==> config.mk <==
export PLATFORM = sky130hd
export DESIGN_NAME = instr_fetch_unit
export DESIGN_NICKNAME = d
export VERILOG_FILES = /design/src/rtl/ifu_pkg.sv /design/src/rtl/ifu_fifo.sv /design/src/rtl/instr_fetch_unit.sv
export SDC_FILE = /design/constraint.sdc
export NUM_CORES = 1
export LEC_CHECK = 0
export BUFFER_PORTS_ARGS = -buffer_cell sky130_fd_sc_hd__buf_2
export CORE_ASPECT_RATIO = 1.2
export CORE_MARGIN = 1.5
export CORE_UTILIZATION = 60
export CTS_CLUSTER_SIZE = 24
export DETAILED_ROUTE_END_ITERATION = 8
export PLACE_DENSITY = 0.86
export RECOVER_POWER = 25
export SLEW_MARGIN = 0
export SYNTH_ARGS = -nofsm -noshare
export SYNTH_HDL_FRONTEND = slang
export SYNTH_SLANG_ARGS = --single-unit
==> constraint.sdc <==
create_clock -name clk -period 13.75 [get_ports clk]
set_input_delay 1.375 -clock clk [delete_from_list [all_inputs] [get_ports clk]]
set_output_delay 1.375 -clock clk [all_outputs]
set_load 0.05 [all_outputs]
==> src/rtl/ifu_pkg.sv <==
// Shared constants and types for the instruction fetch unit: fetch FSM states,
// the prefetch FIFO entry layout and the PC stride.
package ifu_pkg;

  localparam logic [31:0] NOP_INSTR = 32'h0000_0013;
  localparam logic [31:0] PC_STEP   = 32'd4;

  typedef enum logic [1:0] {
    IDLE  = 2'd0,
    RUN   = 2'd1,
    FLUSH = 2'd2
  } state_t;

  typedef struct packed {
    logic [31:0] instr;
    logic [31:0] pc;
  } fetch_entry_t;

endpackage

==> src/rtl/ifu_fifo.sv <==
// Synchronous prefetch FIFO of fetch entries with single-cycle flush and
// occupancy count. DEPTH must be a power of two so the pointers wrap naturally.
module ifu_fifo
  import ifu_pkg::*;
#(
  parameter int DEPTH = 2,
  localparam int AW = $clog2(DEPTH),
  localparam int CW = $clog2(DEPTH + 1)
) (
  input  logic          clk,
  input  logic          rst_n,
  input  logic          flush,
  input  logic          push,
  input  logic          pop,
  input  fetch_entry_t  wdata,
  output fetch_entry_t  rdata,
  output logic [CW-1:0] count,
  output logic          empty
);

  fetch_entry_t  mem [DEPTH];
  logic [AW-1:0] rd_ptr;
  logic [AW-1:0] wr_ptr;
  logic          full;
  logic          do_push;
  logic          do_pop;

  assign full    = (count == CW'(DEPTH));
  assign empty   = (count == '0);
  assign do_pop  = pop && !empty && !flush;
  // A push into a full FIFO is only legal when the head leaves in the same cycle.
  assign do_push = push && !flush && (!full || do_pop);

  always_ff @(posedge clk or negedge rst_n) begin
    if (!rst_n) begin
      rd_ptr <= '0;
      wr_ptr <= '0;
      count  <= '0;
    end else if (flush) begin
      rd_ptr <= '0;
      wr_ptr <= '0;
      count  <= '0;
    end else begin
      if (do_push) wr_ptr <= wr_ptr + 1'b1;
      if (do_pop)  rd_ptr <= rd_ptr + 1'b1;
      count <= count + CW'(do_push) - CW'(do_pop);
    end
  end

  always_ff @(posedge clk) begin
    if (do_push) mem[wr_ptr] <= wdata;
  end

  assign rdata = mem[rd_ptr];

  always_ff @(posedge clk) begin
    if (rst_n && !flush) assert (!(push && full && !do_pop));
  end

endmodule

==> src/rtl/instr_fetch_unit.sv <==
// Instruction fetch unit: PC sequencing, imem request/response tracking, prefetch
// buffering and redirect flush. IFU_MISALIGN_TRAP_EN enables the misaligned-target trap.
module instr_fetch_unit
  import ifu_pkg::*;
#(
  parameter logic [31:0] RESET_PC   = 32'h0000_0000,
  parameter int          FIFO_DEPTH = 2,
  parameter int          MAX_OUTST  = 2
) (
  input  logic        clk,
  input  logic        rst_n,
  // All channels: a transfer happens in a cycle where valid && ready; the source holds
  // its payload stable while valid && !ready. The imem response channel has no ready.
  output logic        imem_req_valid,
  input  logic        imem_req_ready,
  output logic [31:0] imem_req_addr,
  input  logic        imem_resp_valid,
  input  logic [31:0] imem_resp_data,
  input  logic        redirect_valid,
  input  logic [31:0] redirect_pc,
  output logic        instr_valid,
  input  logic        instr_ready,
  output logic [31:0] instr,
  output logic [31:0] instr_pc,
`ifdef IFU_MISALIGN_TRAP_EN
  output logic        fetch_misalign,
`endif
  output state_t      dbg_state
);

  localparam int CW = $clog2(FIFO_DEPTH + 1);
  localparam int SW = CW + 1;

  state_t        state, state_nxt;
  logic [31:0]   fetch_pc;
  logic [31:0]   pc_q;
  logic [31:0]   tgt_pc;
  logic [CW-1:0] outst, outst_eff, drop_cnt, fifo_cnt;
  logic          misalign;
  logic          req_fire;
  logic          push;
  logic          fifo_empty;
  fetch_entry_t  wdata, head;

`ifdef IFU_MISALIGN_TRAP_EN
  assign tgt_pc = redirect_pc;
  always_ff @(posedge clk or negedge rst_n) begin
    if (!rst_n)              misalign <= 1'b0;
    else if (redirect_valid) misalign <= (redirect_pc[1:0] != 2'b00);
  end
  assign fetch_misalign = misalign;
`else
  logic unused_pc_bits;
  assign unused_pc_bits = ^redirect_pc[1:0];
  assign tgt_pc   = {redirect_pc[31:2], 2'b00};
  assign misalign = 1'b0;
`endif

  // Requests still owed a response once this cycle's response is retired.
  assign outst_eff = outst - CW'(imem_resp_valid);
  assign req_fire  = imem_req_valid && imem_req_ready;
  assign push      = imem_resp_valid && !redirect_valid && (drop_cnt == '0);
  assign wdata     = '{instr: imem_resp_data, pc: pc_q};

  always_ff @(posedge clk or negedge rst_n) begin
    if (!rst_n) state <= IDLE;
    else        state <= state_nxt;
  end

  always_comb begin
    state_nxt = state;
    case (state)
      IDLE:  state_nxt = RUN;
      RUN:   if (redirect_valid && outst_eff != '0) state_nxt = FLUSH;
      FLUSH: begin
        if (redirect_valid)
          state_nxt = FLUSH;
        else if (drop_cnt == '0 || (drop_cnt == CW'(1) && imem_resp_valid))
          state_nxt = RUN;
      end
      default: state_nxt = IDLE;
    endcase
  end

  always_comb begin
    imem_req_valid = 1'b0;
    if (state != IDLE && !redirect_valid && !misalign &&
        outst < CW'(MAX_OUTST) && (SW'(outst) + SW'(fifo_cnt)) < SW'(FIFO_DEPTH))
      imem_req_valid = 1'b1;
    imem_req_addr = fetch_pc;
    instr_valid   = !fifo_empty;
    instr         = fifo_empty ? NOP_INSTR : head.instr;
    instr_pc      = fifo_empty ? 32'h0 : head.pc;
    dbg_state     = state;
  end

  // pc_q tracks the PC of the oldest request whose response will be kept.
  always_ff @(posedge clk or negedge rst_n) begin
    if (!rst_n) begin
      fetch_pc <= RESET_PC;
      pc_q     <= RESET_PC;
      outst    <= '0;
      drop_cnt <= '0;
    end else if (redirect_valid) begin
      fetch_pc <= tgt_pc;
      pc_q     <= tgt_pc;
      outst    <= outst_eff;
      drop_cnt <= outst_eff;
    end else begin
      if (req_fire) fetch_pc <= fetch_pc + PC_STEP;
      outst <= outst + CW'(req_fire) - CW'(imem_resp_valid);
      if (imem_resp_valid) begin
        if (drop_cnt != '0) drop_cnt <= drop_cnt - 1'b1;
        else                pc_q     <= pc_q + PC_STEP;
      end
    end
  end

  ifu_fifo #(.DEPTH(FIFO_DEPTH)) u_fifo (
    .clk   (clk),
    .rst_n (rst_n),
    .flush (redirect_valid),
    .push  (push),
    .pop   (instr_ready),
    .wdata (wdata),
    .rdata (head),
    .count (fifo_cnt),
    .empty (fifo_empty)
  );

endmodule

* Word level (Yosys, flattened, before mapping)
Memories as Yosys holds them, arrays and structs flattened. Index checks and enable logic that the tools add are counted.
Cells by class: reductions and logical operators 31, $lt $le $gt $ge 2, shift operators 0, $mul 0, equal/unequal tests 7, mux-type cells 23, add/subtract/negate cells 11, divide/modulo/power cells 0, bitwise operators 0
Operator list (number):
- $mux 32 | 7
- $add 32x3->32 const B | 2
- $mux 2 | 8
- $reduce_bool 2->1 | 8
- $logic_and 1x1->1 | 12
- $mux 1 | 7
- $logic_not 2->1 | 3
- $pmux 2 s3 | 1
- $reduce_and 2->1 | 3
- $sub 2x1->2 | 3
- $add 2x1->2 | 2
- $eq 2x1->1 const B | 2
- $eq 2x2->1 const B | 2
- $ne 2x2->1 const B | 2
- $add 2x2->3 | 1
- $logic_not 1->1 | 3
- $lt 3x2->1 const B | 1
- $ne 3x3->1 const B | 1
- $add 1x1->1 const B | 2
- $logic_or 1x1->1 | 2
- $lt 2x2->1 const B | 1
- $sub 2x1->2 const B | 1
Storage, ports and cells: memories 1, latch bits 0, bits in registers 74, word-level logic and storage cells 83, bits in writable memories 128, bits of input ports 70, output and inout bits 100, bits in read-only memories 0
Memory list:
- u_fifo.mem | depth 2, bits a word 64, rd ports 1, clocked after Yosys merged registers in 0, write ports 1, line ifu_fifo.sv:21 | fetch_entry_t mem [DEPTH];

* Logic depth before layout (Yosys ltp)
depth in word-level cells 9, mapped depth 13, mapped depth without buffers 12

* Modules after synthesis
From an unflattened synthesis, not the netlist that was laid out.
Unflattened totals: cell total of the unflattened synthesis 722, area, all modules 9097.5 µm²
By module, submodules not included:
- ifu_fifo | times used 1, area each 4832.1 µm², cells an instance 222, sequential area each 3943.8 µm²
- instr_fetch_unit | times used 1, area each 4265.3 µm², cells an instance 500, sequential area each 1651.6 µm²

* Worst setup path after synthesis
OpenSTA, ideal clock, no wires.
kind input to register, from input redirect_valid, to memory u_fifo.mem[0][10] (netlist bit) (enable), data arrival time 7752 ps, setup time 635 ps, slack 5363 ps, cell stages on the path 3, buffers on the path 2, data required time 13115 ps, cell sequence clkbuf_1 clkbuf_1 nor4_1
On the way: cells in the longest elaborated chain, start to end 7, elaborated cells between the ends (all ways) 9, classes of those cells mux: 2; reduce/logical: 7
Ends and longest elaborated chain:
- from (decl) | line instr_fetch_unit.sv:19 | input logic redirect_valid,
- $logic_not 1->1 * | line ifu_fifo.sv:30, ifu_fifo.sv:32, instr_fetch_unit.sv:62
- $logic_and 1x1->1 (2 in a row) | line instr_fetch_unit.sv:62 | assign push = imem_resp_valid && !redirect_valid && (drop_cnt == '0);
- $logic_and 1x1->1 | line ifu_fifo.sv:32 | assign do_push = push && !flush && (!full || do_pop);
- $logic_and 1x1->1 * | line ifu_fifo.sv:32
- $mux 1 * | line ifu_fifo.sv:51 | if (do_push) mem[wr_ptr] <= wdata;
- $mux 1 (implied by the code) * | line ifu_fifo.sv:51
- to (decl) | line ifu_fifo.sv:21
Every way passes the cells marked *; elsewhere a longest branch is shown, timed or not.

* Final worst setup path
from input redirect_valid, to output imem_req_valid
On the way: cells in the longest elaborated chain, start to end 5
Ends and longest elaborated chain:
- $logic_not 1->1 | line instr_fetch_unit.sv:87 | if (state != IDLE && !redirect_valid && !misalign &&
- $logic_and 1x1->1 (2 in a row) | line instr_fetch_unit.sv:87
- $logic_and 1x1->1 | line instr_fetch_unit.sv:88 | outst < CW'(MAX_OUTST) && (SW'(outst) + SW'(fifo_cnt)) < SW'(FIFO_DEPTH))
- $mux 1 | line instr_fetch_unit.sv:87
- to (decl) | line instr_fetch_unit.sv:14 | output logic imem_req_valid,
No other way between the ends.

==> key figures <==
Pwr
  – Clk pwr share: 28.2%
  – P_leak: 4.08 nW
  – Share of power burned in registers: 41.8%
  – Sw Share: 37.4%
  – Max IR drop VDD: 0.0000899 V
  – Power share of the combinational group: 30.0%
  – Psw: 681 uW
  – Power Dens Cells: 177 nW/um^2
  – Cell Int Power: 1.14 mW

Placed design
  – PortBufs: 163
  – Final RePlAce weighted congestion: 0.837
  – DPL Wire Length: 11.5 mm

Global routing
  – GRT Total Usage: 23.8%
  – Global-route wire length before repair: 28.5 mm
  – Vias in the first global route: 5745
  – Antenna violations before repair: 0
  – Grt total ovfl: 0
  – Largest net degree at the start of global routing: 71

Route
  – Detailed-route wire length per cell: 17.2 um
  – Total length of routed wires: 18.1 mm
  – Vias: 6102
  – Antenna viol nets, final: 0
  – # DRC: 0
  – Via density per instance: 5.82
  – Iter 0 DRT Violations: 733
  – Drt first pass iters: 5

Run
  – Max_cap viols: 0

Timing
  – Hold Vio Cnt, Final: 0
  – Final TNS setup: 0 ns
  – Max_slew headroom: 26.8%
  – Peak Freq: 237 MHz
  – Crit path time final: 4.21 ns
  – Worst Clk Skew: 0.0149 ns
  – Fin crit share: 30.6%
  – # setup viols final: 0
  – Unrepaired setup endpoints after global routing: false
  – Hold_ws: 0.508 ns
  – Slew Limit Fails: 0
  – Tightest Pin Transition: 1.10 ns

Worst setup path
  – Crit start category: primary input
  – Crit Path Max Fanout: 66
  – Crit path capture type: primary output
  – Setup CP Type: primary input to primary output
  – Worst path required time: 12.38 ns
  – CP arrival: 2.84 ns
  – R2r setup slk: 10.10 ns

Clocking
  – Post-CTS Setup Bufs: 0
  – CTS tree: built
  – Worst-Skew Late Latency: 0.43 ns
  – Max Buffers Root-to-Sink: 2
  – Clk root buf: clkbuf_16
  – Clock transition at path regs: 0.07 ns
  – TritonCTS Buffers: 17
  – Sink Count: 194
  – Hold_buf cts: 0
  – CTS resizes: 0
  – H-tree depth: 4

Yosys
  – Largest area contributor in the netlist: edfxtp_1
  – Async set-reset flop share out of synthesis: 36.1%
  – Cell Area, Synth: 8690 sq um
  – Synth Flop Type: edfxtp_1
  – Post-synth EDFFs: 124
  – Synth area leaders: edfxtp_1, dfrtp_1, mux2i_1
  – Synth warnings: 0
  – Sequential area share after synthesis: 63.0%
  – Synth Register Bits: 194
  – Yosys top cell area share: 42.9%
  – Distinct cell type count after synthesis: 53
  – Mapped Cells: 702
  – Syn_area_per_cell: 12.4 sq um

Floorplan
  – Area of the core: 14300 sq um
  – Top Ports: 170
  – Rows: 48
  – Chip width: 113 um
  – Initial Util: 60.8%
  – Vert. Die Dim: 135 um
  – Die footprint: 15200 sq um

Final layout
  – Nets: 940
  – Commonest non-fill, non-tap cells in the layout: buf_2, edfxtp_1, nor2_1
  – Share of post-route cells with drive strength above 1: 24.5%
  – Area grow syn2layout: 18.0%
  – Diode count: 0
  – Commonest non-fill, non-tap cell in the layout: buf_2
  – Final core occ: 71.7%

Worst hold path
  – Hold crit path type: register to register

Status
  – Run status: complete, no violations
[critical path, stage by stage]
cell and delay [ns]:
buf_2 0.09, buf_4 0.31, or4_4 0.67, nor2_1 0.12
buf_2 0.26
[through the flow]
stage	setup slack, ns	cell area (sq um)	power (mW)	instances
2_1_floorplan	5.36	8700	1.18	705
3_3_place_gp	9.33	9640	1.30	1016
3_5_place_dp	9.27	9640	1.32	1016
4_1_cts	9.53	10300	1.83	1048
5_1_grt	9.47	10200	1.89	1048
6_report	9.54	10200	1.82	1048
[final timing paths]
check | endpoint | cells after the start | start
max reg2reg | outst[1] | 12 | u_fifo.count[0]
min | u_fifo.mem[0][30] | 0 | pc_q[30]
max | imem_req_valid | 5 | redirect_valid
max in group asynchronous | u_fifo.rd_ptr | 2 | rst_n
min in group asynchronous | dbg_state[0] | 2 | rst_n
min reg2reg | u_fifo.mem[0][30] | 0 | pc_q[30]
[cells in the mapped netlist (2+ instances only)]
cell	n
a21boi_0	2
a21oi_1	9
a31oi_1	5
and2_1	5
and3_1	10
and4_1	3
buf_1	8
buf_4	6
clkbuf_1	17
dfrtp_1	70
edfxtp_1	124
ha_1	9
inv_1	17
inv_2	2
mux2_2	8
mux2i_1	65
nand2_1	61
nand2b_1	4
nand3_1	28
nand4_1	21
nand4_2	2
nor2_1	87
nor3_1	6
nor3b_1	2
nor4_1	2
nor4_4	3
o211ai_1	11
o21ai_0	41
o21ai_1	2
o311a_1	2
o311ai_0	2
o311ai_1	3
or3_1	4
xnor2_1	16
xor2_1	27
[cells by family after synthesis]
kind of cell,count (synthesis),share of synthesized area (%)
AND/OR/NAND/NOR,247,14.2
flip-flops,194,63.0
other,1,0.0432
multiplexers,73,8.53
XOR/XNOR,43,4.34
buffers and inverters,51,2.48
AO/OA/AOI/OAI,83,5.83
adder cells (fa/ha/maj),10,1.53
[power groups by stage]
stage          Clock, mW  Combinational (mW)  Sequential [mW]
6_report           0.512               0.546            0.760
5_1_grt            0.540               0.582            0.769
4_1_cts            0.517               0.549            0.759
3_5_place_dp           0               0.546            0.770
3_3_place_gp           0               0.538            0.767
2_1_floorplan          0               0.386            0.795
[registers in the layout (all words and copies together) (netlist names)]
| register | flops |
|---|---|
| u_fifo.count | 2 |
| outst | 2 |
| u_fifo.mem | 124 |
| drop_cnt | 2 |
| pc_q | 30 |
| dbg_state | 2 |
| u_fifo.wr_ptr | 1 |
| imem_req_addr | 30 |
| u_fifo.rd_ptr | 1 |
[layout make-up]
type | count | area (sq um)
multi-input combinational | 460 | 3020
tap | 175 | 219
timing repair buffer | 168 | 843
fill | 1015 | 4050
clock buffer | 18 | 429
clock inverter | 14 | 185
inverter | 19 | 71.3
sequential | 194 | 5480
[metal layers]
| metal | up-vias | GRT usage, % | share of wire, % |
|---|---|---|---|
| li1 | 2860 | - | - |
| met1 | 2946 | 32.1 | 42 |
| met2 | 271 | 39.4 | 50 |
| met3 | 25 | 4.22 | 6.3 |
| met4 | 0 | 8.23 | 1.5 |
| met5 | - | 0 | 0 |
Power figures use the tool's default switching activity.
